**config.mk**
```make
export PLATFORM = sky130hd
export DESIGN_NAME = spi_tft_rx
export DESIGN_NICKNAME = d
export VERILOG_FILES = /design/src/rtl/spi_tft_rx.sv
export SDC_FILE = /design/constraint.sdc
export NUM_CORES = 1
export LEC_CHECK = 0
export ABC_CLOCK_PERIOD_IN_PS = 1900
export CORE_ASPECT_RATIO = 0.8
export CORE_MARGIN = 5
export CORE_UTILIZATION = 40
export CTS_BUF_LIST = sky130_fd_sc_hd__clkbuf_4 sky130_fd_sc_hd__clkbuf_8
export DETAILED_ROUTE_END_ITERATION = 8
export SLEW_MARGIN = 10
export SYNTH_ARGS = -nofsm -noshare
export SYNTH_HDL_FRONTEND = slang
export SYNTH_SLANG_ARGS = --single-unit
```
**constraint.sdc**
```tcl
create_clock -name clk -period 1.9 [get_ports clk]
set_clock_uncertainty 0.05 [all_clocks]
set_input_delay 0.38 -clock clk [delete_from_list [all_inputs] [get_ports clk]]
set_output_delay 0.38 -clock clk [all_outputs]
set_load 0.01 [all_outputs]
```
**src/rtl/spi_tft_rx.sv**
```systemverilog
// spi_tft_rx: SPI slave-side deserializer for the TFT link.
// Oversamples SCK/MOSI/CS with the system clock and assembles WIDTH-bit words.
// Completed words are presented on a valid/ready holding register.
module spi_tft_rx #(
    parameter int WIDTH       = 16,
    parameter bit LSB_FIRST   = 1'b1,
    parameter int SYNC_STAGES = 2
) (
    input  logic             clk,
    input  logic             reset_n,
    input  logic             spi_sck,
    input  logic             spi_mosi,
    input  logic             spi_cs,
    output logic [WIDTH-1:0] rx_data,
    output logic             rx_valid,
    input  logic             rx_ready,
    output logic             overrun,
    output logic             frame_err
);

    localparam int CNT_W = (WIDTH > 1) ? $clog2(WIDTH) : 1;
    localparam logic [CNT_W-1:0] LAST_BIT = CNT_W'(WIDTH - 1);

    typedef enum logic {
        IDLE  = 1'b0,
        SHIFT = 1'b1
    } state_t;

    logic [SYNC_STAGES-1:0] r_sckSync;
    logic [SYNC_STAGES-1:0] r_mosiSync;
    logic [SYNC_STAGES-1:0] r_csSync;
    logic                   r_sckPrev;

    state_t                 r_state;
    state_t                 w_stateNext;

    logic [CNT_W-1:0]       r_bitCnt;
    logic [WIDTH-1:0]       r_shift;

    logic [WIDTH-1:0]       r_rxData;
    logic                   r_rxValid;
    logic                   r_overrun;
    logic                   r_frameErr;

    logic                   w_sck;
    logic                   w_mosi;
    logic                   w_cs;
    logic                   w_sckRise;
    logic                   w_shiftEn;
    logic                   w_csRise;
    logic                   w_wordDone;
    logic [WIDTH-1:0]       w_word;

    // Synchronize all three link inputs through equal-depth chains and keep the previous sck
    always_ff @(posedge clk or negedge reset_n) begin
        if (!reset_n) begin
            r_sckSync  <= '0;
            r_mosiSync <= '0;
            r_csSync   <= '1;
            r_sckPrev  <= 1'b0;
        end else begin
            r_sckSync  <= {r_sckSync[SYNC_STAGES-2:0], spi_sck};
            r_mosiSync <= {r_mosiSync[SYNC_STAGES-2:0], spi_mosi};
            r_csSync   <= {r_csSync[SYNC_STAGES-2:0], spi_cs};
            r_sckPrev  <= w_sck;
        end
    end

    assign w_sck      = r_sckSync[SYNC_STAGES-1];
    assign w_mosi     = r_mosiSync[SYNC_STAGES-1];
    assign w_cs       = r_csSync[SYNC_STAGES-1];
    assign w_sckRise  = w_sck & ~r_sckPrev;

    // A cs rise in SHIFT takes priority over any sck edge arriving in the same cycle
    assign w_csRise   = (r_state == SHIFT) & w_cs;
    assign w_shiftEn  = (r_state == SHIFT) & ~w_cs & w_sckRise;
    assign w_wordDone = w_shiftEn & (r_bitCnt == LAST_BIT);

    // Shift direction decides which end of the word the first bit ends up in
    generate
        if (LSB_FIRST) begin : g_lsbFirst
            assign w_word = {w_mosi, r_shift[WIDTH-1:1]};
        end else begin : g_msbFirst
            assign w_word = {r_shift[WIDTH-2:0], w_mosi};
        end
    endgenerate

    // Frame state register
    always_ff @(posedge clk or negedge reset_n) begin
        if (!reset_n) begin
            r_state <= IDLE;
        end else begin
            r_state <= w_stateNext;
        end
    end

    // Frame state follows the synchronized chip select
    always_comb begin
        w_stateNext = r_state;
        case (r_state)
            IDLE:    if (!w_cs) w_stateNext = SHIFT;
            SHIFT:   if (w_cs)  w_stateNext = IDLE;
            default: w_stateNext = IDLE;
        endcase
    end

    // Bit counter and shift register; cleared while idle and when a frame ends
    always_ff @(posedge clk or negedge reset_n) begin
        if (!reset_n) begin
            r_bitCnt <= '0;
            r_shift  <= '0;
        end else if ((r_state == IDLE) || w_csRise) begin
            r_bitCnt <= '0;
            r_shift  <= '0;
        end else if (w_shiftEn) begin
            r_shift  <= w_word;
            r_bitCnt <= w_wordDone ? '0 : (r_bitCnt + CNT_W'(1));
        end
    end

    // Flag a frame that ended with a partial word pending
    always_ff @(posedge clk or negedge reset_n) begin
        if (!reset_n) begin
            r_frameErr <= 1'b0;
        end else begin
            r_frameErr <= w_csRise && (r_bitCnt != '0);
        end
    end

    // Holding register with valid/ready handshake; a word arriving into a full, unread register is dropped
    always_ff @(posedge clk or negedge reset_n) begin
        if (!reset_n) begin
            r_rxData  <= '0;
            r_rxValid <= 1'b0;
            r_overrun <= 1'b0;
        end else begin
            r_overrun <= 1'b0;
            if (w_wordDone) begin
                if (!r_rxValid || rx_ready) begin
                    r_rxData  <= w_word;
                    r_rxValid <= 1'b1;
                end else begin
                    r_overrun <= 1'b1;
                end
            end else if (r_rxValid && rx_ready) begin
                r_rxValid <= 1'b0;
            end
        end
    end

    assign rx_data   = r_rxData;
    assign rx_valid  = r_rxValid;
    assign overrun   = r_overrun;
    assign frame_err = r_frameErr;

endmodule

```
**After elaboration in Yosys (flattened, before gate mapping)**

Index checks and enable logic that the tools add are counted.

- Register bits after elaboration: 47
- Output and inout bits: 19
- Logic and storage cells: 43
- Input port bits: 6

- Reductions and logical operators: 10
- Mux-type cells: 11
- Add/subtract/negate cells: 1
- Bitwise logic cells: 8
- Equality and inequality tests: 2

Operators by type and width:

| kind | number |
|---|---|
| 16-bit 2-to-1 mux | 2 |
| 4-bit 2-to-1 mux | 3 |
| 1-bit 2-to-1 mux | 6 |
| 1-bit AND | 5 |
| 4-bit by 1-bit adder with 4-bit output (second input constant) | 1 |
| 4-bit equality test (second input constant) | 1 |
| 2-bit AND reduction | 2 |
| 2-bit nonzero test | 2 |
| 4-bit nonzero test | 1 |
| 1-bit inverter | 3 |
| 1-bit logical AND | 2 |
| 1-bit logical OR | 2 |
| 2-bit by 1-bit != test with 1-bit output (second input constant) | 1 |
| 1-bit logical NOT | 1 |

**Depth between registers and ports, before layout**

Gate-level depths: netlist (run 1).

- Depth after elaboration: 7
- Depth in mapped cells: 6
- Mapped depth without buffers: 4

**Worst setup path before layout (run 1)**

Ideal clock, no wire load.

- Path kind: flip-flop to flip-flop
- From: register r_bitCnt[0]
- To: register r_rxData[0] (netlist: rx_data[0])
- Clock period less this slack: 1628 ps
- Arrival time: 1453 ps
- Buffers on the path: 2
- Data required time: 1725 ps
- Stages on the path, launching flop included: 7
- Path slack: 272 ps
- Setup time: 125 ps
- Path through: dfrtp_1 ha_1 nand3_1 and3b_1 buf_6 buf_8 mux2_4

- Longest elaborated chain between the ends: 3

Ends and longest elaborated chain:

| element | line | source |
|---|---|---|
| start: declaration | 37 | `logic [CNT_W-1:0] r_bitCnt;` |
| start signal: assignment | 117 | `r_bitCnt <= w_wordDone ? '0 : (r_bitCnt + CNT_W'(1));` |
| 4-bit equality test | 77 | `assign w_wordDone = w_shiftEn & (r_bitCnt == LAST_BIT);` |
| 1-bit AND | 77 |  |
| 2-bit AND reduction (no source line) | n/a |  |
| end signal: assignment | 140 | `r_rxData <= w_word;` |
| end: declaration | 40 | `logic [WIDTH-1:0] r_rxData;` |

No other way between the ends.
A chain may end at the register's enable or synchronous reset.

**Final worst setup path (run 1)**

- From: register r_sckSync[1]
- To: register r_shift[7]

- Longest elaborated chain between the ends: 3

Ends and longest elaborated chain:

| element | line | source |
|---|---|---|
| start: declaration | 29 | `logic [SYNC_STAGES-1:0] r_sckSync;` |
| start signal: assignment | 62 | `r_sckSync <= {r_sckSync[SYNC_STAGES-2:0], spi_sck};` |
| 1-bit AND | 72 | `assign w_sckRise = w_sck & ~r_sckPrev;` |
| 1-bit AND | 76 | `assign w_shiftEn = (r_state == SHIFT) & ~w_cs & w_sckRise;` |
| 2-bit nonzero test (no source line) | n/a |  |
| end signal: assignment | 116 | `r_shift <= w_word;` |
| end: declaration | 38 | `logic [WIDTH-1:0] r_shift;` |

No other way between the ends.

==> impl_results.md, run 1 <==
* Final hold violation count at 0
* Switching part of the total at 0.200
* Floorplan die width at 83.4 um
* First-pass DRT Iterations at 4
* Top-count cell post-synth: dfrtp_1
* Number of remaining DRC errors at 0
* Pin count of the biggest net entering global routing at 21
* GRT overflow at 0
* Crit-path max cell delay at 860 ps
* Seq/Total Area, Yosys at 0.669
* Number of violations of the max-capacitance limit at 0
* Number of cells in the design after placement at 192
* Max-slew violations at 0
* WL final at 2940 um
* Combinational power share at 0.031
* Endpoints failing setup at 0
* Global-route wire length before repair at 5030 um
* Setup TNS Final at 0 ps
* EDFF count, synth at 0
* Sum of net half-perimeters after detailed placement at 2040 um
* Headroom to the max-slew limit at 0.270
* Final Power at 1.67 mW
* Mean instance size in the synthesized netlist at 15.4 sq um
* Worst hold-check path type: reg -> reg
* Fraction of post-synthesis cell area in the top cell type by area at 0.638
* Count of state elements after synthesis at 46
* Ranking of synthesized cells by area: dfrtp_1, mux2_4, a22o_1
* Number of core rows at 21
* Worst vdd ir at 0.000388 V
* Critical-path maximum fanout at 15
* Vias in the first global route at 1061
* Insertion delay of the later-clocked pin in the worst-skew pair at 290 ps
* Leading area contributor after synthesis: dfrtp_1
* Overall die area at 5740 sq um
* Routability congestion estimate at 0.732
* Final antenna diode count at 0
* Total number of vias at 969
* Post-route insts no fill at 201
* Ys flop type: dfrtp_1
* CP arrival at 1910 ps
* Number of nets with antenna violations after routing at 0
* Fraction of synthesis flops using an asynchronous set or reset pin at 1.00
* Total number of clock tree sinks at 46
* Number of nets in the layout at 151
* Final Critical Period at 1740 ps
* CP Class: reg -> reg
* Achievable frequency at 576 MHz
* Post-Syn Instances at 112
* Number of antenna violations at the first check in global routing at 0
* Netlist area before placement at 1730 sq um
* Internal power contribution at 1.33 mW
* Top cells by instance count after synthesis: dfrtp_1, a22o_1, mux2_4
* Combined global-route utilization of all metal layers at 0.113
* Number of violations reported at the end of detailed-routing iteration 0 at 35
* Layout-stage area growth over the synthesis result at 24.1%
* CTS Buf Count at 5
* Share of layout cells above drive strength 1 at 0.174
* H-tree level count at 2
* Power per cell area at 779 nW/um^2
* Count of buffers inserted at the top-level ports at 24
* Boundary Pins at 25
* Type of element launching the critical path: flip-flop
* Total core area at 4180 sq um
* Clock network fraction of design power at 0.372
* Nature of the critical path endpoint: flip-flop
* Placed instance area at 2030 sq um
* Reg clk slew, reported paths at 70 ps
* Sequential group share of total power at 0.597
* Finished layout cell area at 2140 sq um
* Number of warnings issued by yosys at 0
* Max clock buf depth at 2
* Post-CTS sizing at 0
* Y dimension of the die at 68.7 um
* Ratio of final minimum period to clock period at 0.914
* Unrepaired setup endpoints after global routing: false
* Least-Margin Pin Slew at 1090 ps
* Req. time, crit path at 2070 ps
* Critical path, cell by cell: nand2b_1, nor2b_1, a22o_1
* Cell at the slowest stage of the critical path: nor2b_1
* WL/cell at 14.6 um
* TritonCTS clock tree: built
* Leak pwr at 1.00 nW
* Detailed-route vias per instance at 4.82
* Starting density of the core at 0.413
* Switching power summed over all nets at 0.335 mW
* Synth unique cells at 25
* Clock root buffer master: clkbuf_8
* Status: complete, no violations
* Total nets after synthesis at 120
[final timing paths]
check                              from           end  slack, ps  cells after the start
setup / recovery           r_sckSync[1]    r_shift[7]        160                      3
setup reg to reg           r_sckSync[1]    r_shift[7]        160                      3
hold / removal             r_sckSync[0]  r_sckSync[1]        300                      0
max in group asynchronous       reset_n   r_csSync[1]        760                      3
hold reg to reg            r_sckSync[0]  r_sckSync[1]        300                      0
min in group asynchronous       reset_n    r_shift[4]        470                      2
[stage by stage]
step	hold WS, ps	setup WS, ps	util
2_1_floorplan	34.4	272	-
3_3_place_gp	250	45.4	0.487
3_5_place_dp	248	49.0	0.487
4_1_cts	307	157	0.513
5_1_grt	317	37.8	0.513
6_report	304	163	0.513
[kinds of logic after synthesis]
kind of cell | count (synthesis) | share of synthesized area
flip-flops | 46 | 0.669
AO/OA/AOI/OAI | 20 | 0.0935
AND/OR/NAND/NOR | 19 | 0.0624
multiplexers | 16 | 0.126
buffers and inverters | 8 | 0.0297
adder cells (fa/ha/maj) | 2 | 0.0145
XOR/XNOR | 1 | 0.00508
[layout by cell type (no fill, tap or decap), types with 5 or more instances in the layout]
cell type,Yosys,layout
dfrtp_1,44,44
mux2_4,10,10
mux2_1,6,6
a22o_1,15,15
nand3_1,5,5
clkdlybuf4s50_1,0,23
clkbuf_8,0,6
[power groups by stage]
stage	Combinational [mW]	Sequential, mW	Clock (mW)
global route	0.0609	0.998	0.687
detailed placement	0.0523	1.02	0
CTS	0.0541	0.996	0.643
finish	0.0523	0.997	0.620
global placement	0.0505	1.01	0
floorplan	0.0159	1.01	0
[worst max-delay path: cells and delay by family, from the launching register on]
kind | cells | cell delay, ps
simple gates | 2 | 960
compound gates | 1 | 250
flops | 1 | 410
[registers in the layout (all words and copies together) (netlist names)]
| register | flops |
|---|---|
| r_sckSync | 2 |
| r_bitCnt | 4 |
| r_state | 1 |
| frame_err | 1 |
| rx_data | 16 |
| r_csSync | 2 |
| r_mosiSync | 2 |
| rx_valid | 1 |
| r_sckPrev | 1 |
| r_shift | 15 |
| overrun | 1 |
[metal layers]
layer	vias up	global-route usage	wire length, um
met5	-	0	0
met4	0	0.0482	21
met3	2	0.0368	132
met2	20	0.181	1340
met1	482	0.144	1450
li1	465	-	-
[layout make-up]
cell class,instances,area (sq um)
Sequential cell,46,1150
Fill cell,355,2040
Timing Repair Buffer,29,288
Multi-Input combinational cell,58,520
Inverter,3,11.3
Clock buffer,8,97.6
Tap cell,57,71.3
[repair_timing]
action	in CTS	in global routing
setup buffers	0	0
hold buffers	1	0
endpoints found under the hold margin	14	0
No activity file was read; power rests on OpenSTA's default activity.
==> inputs of run 2 (changes only) <==
--- a/config.mk
+++ b/config.mk
@@ -11,6 +11,7 @@
 export CORE_UTILIZATION = 40
 export CTS_BUF_LIST = sky130_fd_sc_hd__clkbuf_4 sky130_fd_sc_hd__clkbuf_8
 export DETAILED_ROUTE_END_ITERATION = 8
+export PLACE_DENSITY = 0.66
 export SLEW_MARGIN = 10
 export SYNTH_ARGS = -nofsm -noshare
 export SYNTH_HDL_FRONTEND = slang
==> impl_results.md, run 2 (synthesized netlist as in run 1, its figures left out) <==
* Post-CTS sizing at 0 (unchanged)
* Max clock buf depth at 2 (unchanged)
* Sequential group share of total power at 0.616 (+0.019)
* Number of nets with antenna violations after routing at 0 (unchanged)
* Register-to-register path setup slack at 150 ps (about the same)
* Met3 track demand over resource in global routing at 0.0511 (+0.0143)
* Number of cells traversed by the worst register-to-register path at 5 (+2)
* Most frequent standard cell in the layout excluding fill and tap cells: dfrtp_1
* Insertion delay of the later-clocked pin in the worst-skew pair at 280 ps (about the same)
* Global-route wire length before repair at 4950 um (-1.5%)
* CP arrival at 1860 ps (-50 ps)
* Req. time, crit path at 2020 ps (-50 ps)
* H-tree level count at 2 (unchanged)
* CP Class: reg -> reg
* Critical Path Sink: rx_data[3]
* Detailed-route vias per instance at 4.92 (+2.1%)
* Internal power contribution at 1.29 mW (-3.0%)
* Combined global-route utilization of all metal layers at 0.114 (+0.00145)
* GRT overflow at 0 (unchanged)
* Number of cells in the design after placement at 192 (unchanged)
* Critical path, cell by cell: ha_1, nand3_1, and3b_1, buf_12, mux2_1
* Number of violations of the max-capacitance limit at 0 (unchanged)
* Ratio of final minimum period to clock period at 0.920 (+0.00517)
* Final Critical Period at 1750 ps (+9.83 ps)
* Worst hold path cell count at 0 (unchanged)
* Switching part of the total at 0.201 (about the same)
* Number of remaining DRC errors at 0 (unchanged)
* Share of layout cells above drive strength 1 at 0.168 (-0.00578)
* Post-CTS setup-driven buffer insertion count at 0 (unchanged)
* R2R Path Start: r_bitCnt[1]
* Pin count of the biggest net entering global routing at 22 (+4.8%)
* Starting density of the core at 0.413 (unchanged)
* Status: complete, no violations
* Total core area at 4180 sq um (unchanged)
* WL/cell at 14.3 um (-2.2%)
* Number of antenna violations at the first check in global routing at 0 (unchanged)
* Y dimension of the die at 68.7 um (unchanged)
* Cell at the slowest stage of the critical path: dfrtp_1
* Hold Buf Count CTS at 1 (unchanged)
* Vias in the first global route at 1056 (-0.47%)
* Nature of the critical path endpoint: flip-flop
* Layout-stage area growth over the synthesis result at 24.1% (about the same)
* Met2 routing resource usage after global routing at 0.182 (+0.00100)
* End of the worst register-to-register path: rx_data[3]
* Switching power summed over all nets at 0.325 mW (-3.0%)
* Clock network fraction of design power at 0.350 (-0.022)
* Least-Margin Pin Slew at 1030 ps (-60.4 ps)
* Layer with the highest usage after global routing: met2
* Reg clk slew, reported paths at 80 ps (about the same)
* Finished layout cell area at 2140 sq um (about the same)
* Routability congestion estimate at 0.720 (-1.7%)
* Placed instance area at 2050 sq um (+0.61%)
* Worst hold-check path type: reg -> reg
* Post-route insts no fill at 200 (-0.50%)
* Boundary Pins at 25 (unchanged)
* Count of buffers inserted at the top-level ports at 24 (unchanged)
* Flip-flop count of the largest register, all copies and words added at 16 (unchanged)
* Number of core rows at 21 (unchanged)
* Unrepaired setup endpoints after global routing: false
* Clock root buffer master: clkbuf_8
* Achievable frequency at 572 MHz (-0.56%)
* Max-slew violations at 0 (unchanged)
* CTS Buf Count at 5 (unchanged)
* Overall die area at 5740 sq um (unchanged)
* Critical-path maximum fanout at 16 (+1)
* TritonCTS clock tree: built
* Endpoints failing setup at 0 (unchanged)
* Most frequent cells in the layout: dfrtp_1, clkdlybuf4s50_1, a22o_1
* Headroom to the max-slew limit at 0.310 (+0.0404)
* Setup TNS Final at 0 ps (unchanged)
* Number of violations reported at the end of detailed-routing iteration 0 at 75 (+110%)
* Floorplan die width at 83.4 um (unchanged)
* Sum of net half-perimeters after detailed placement at 1970 um (-3.3%)
* Number of nets in the layout at 151 (unchanged)
* Leak pwr at 1.00 nW (-0.26%)
* Combinational power share at 0.034 (+0.003)
* Type of element launching the critical path: flip-flop
* Total number of clock tree sinks at 46 (unchanged)
* Total number of vias at 984 (+1.5%)
* WL final at 2860 um (-2.7%)
* Setup crit start: r_bitCnt[1]
* Final core utilization at 0.512 (about the same)
* Power per cell area at 756 nW/um^2 (-3.0%)
* Met1 track demand over resource in global routing at 0.140 (-0.00335)
* First-pass DRT Iterations at 4 (unchanged)
* Crit-path max cell delay at 410 ps (-450 ps)
* Worst vdd ir at 0.000424 V (+9.2%)
* Final hold violation count at 0 (unchanged)
* Final antenna diode count at 0 (unchanged)
==> run 2: cell count changes in the layout (fill, tap and decap cells not counted) <==
cell      before  now
buf_4          3    2
clkbuf_8       6    5
buf_12         1    2
==> run 2: worst min path at each step <==
stage | slack, ps | endpoint | startpoint
3_3_place_gp | 240 | rx_data[9] | reset_n
6_report | 310 | r_csSync[1] | r_csSync[0]
3_5_place_dp | 250 | rx_data[10] | reset_n
4_1_cts | 310 | r_csSync[1] | r_csSync[0]
2_1_floorplan | 30 | frame_err | reset_n
5_1_grt | 310 | r_csSync[1] | r_csSync[0]
==> run 2: worst max-delay path, delay by kind of cell (launching register included) <==
family,cells,cell delay [ps]
buffers and inverters,1,180
DFF,1,410
muxes,1,330
adders and majority gates,1,230
and+or+nand+nor,2,430
==> run 2: layout make-up <==
type | count | area (sq um)
Timing Repair Buffer | 29 | 300
Sequential cell | 46 | 1150
Fill cell | 359 | 2040
Clock buffer | 7 | 83.8
Inverter | 3 | 11.3
Tap cell | 57 | 71.3
Multi-Input combinational cell | 58 | 520
==> run 2: per-stage QoR <==
step	total power [mW]	setup WS (ps)	hold WS, ps
2_1_floorplan	1.03	272	34.4
3_3_place_gp	1.07	46.6	240
3_5_place_dp	1.07	19.1	246
4_1_cts	1.64	153	310
5_1_grt	1.69	0.743	312
6_report	1.62	153	307
==> run 2: power by group through the flow <==
stage,clock network [mW],logic [mW],registers (mW)
4_1_cts,0.587,0.0569,0.996
6_report,0.567,0.0546,0.997
3_5_place_dp,0,0.0550,1.02
3_3_place_gp,0,0.0532,1.01
5_1_grt,0.630,0.0632,0.998
2_1_floorplan,0,0.0159,1.01
==> run 2: layer usage <==
layer  vias to the layer above  part of all wire
met4                         0             0.013
met3                         5             0.045
li1                        463                 -
met1                       492              0.50
met5                         -                 0
met2                        24              0.44
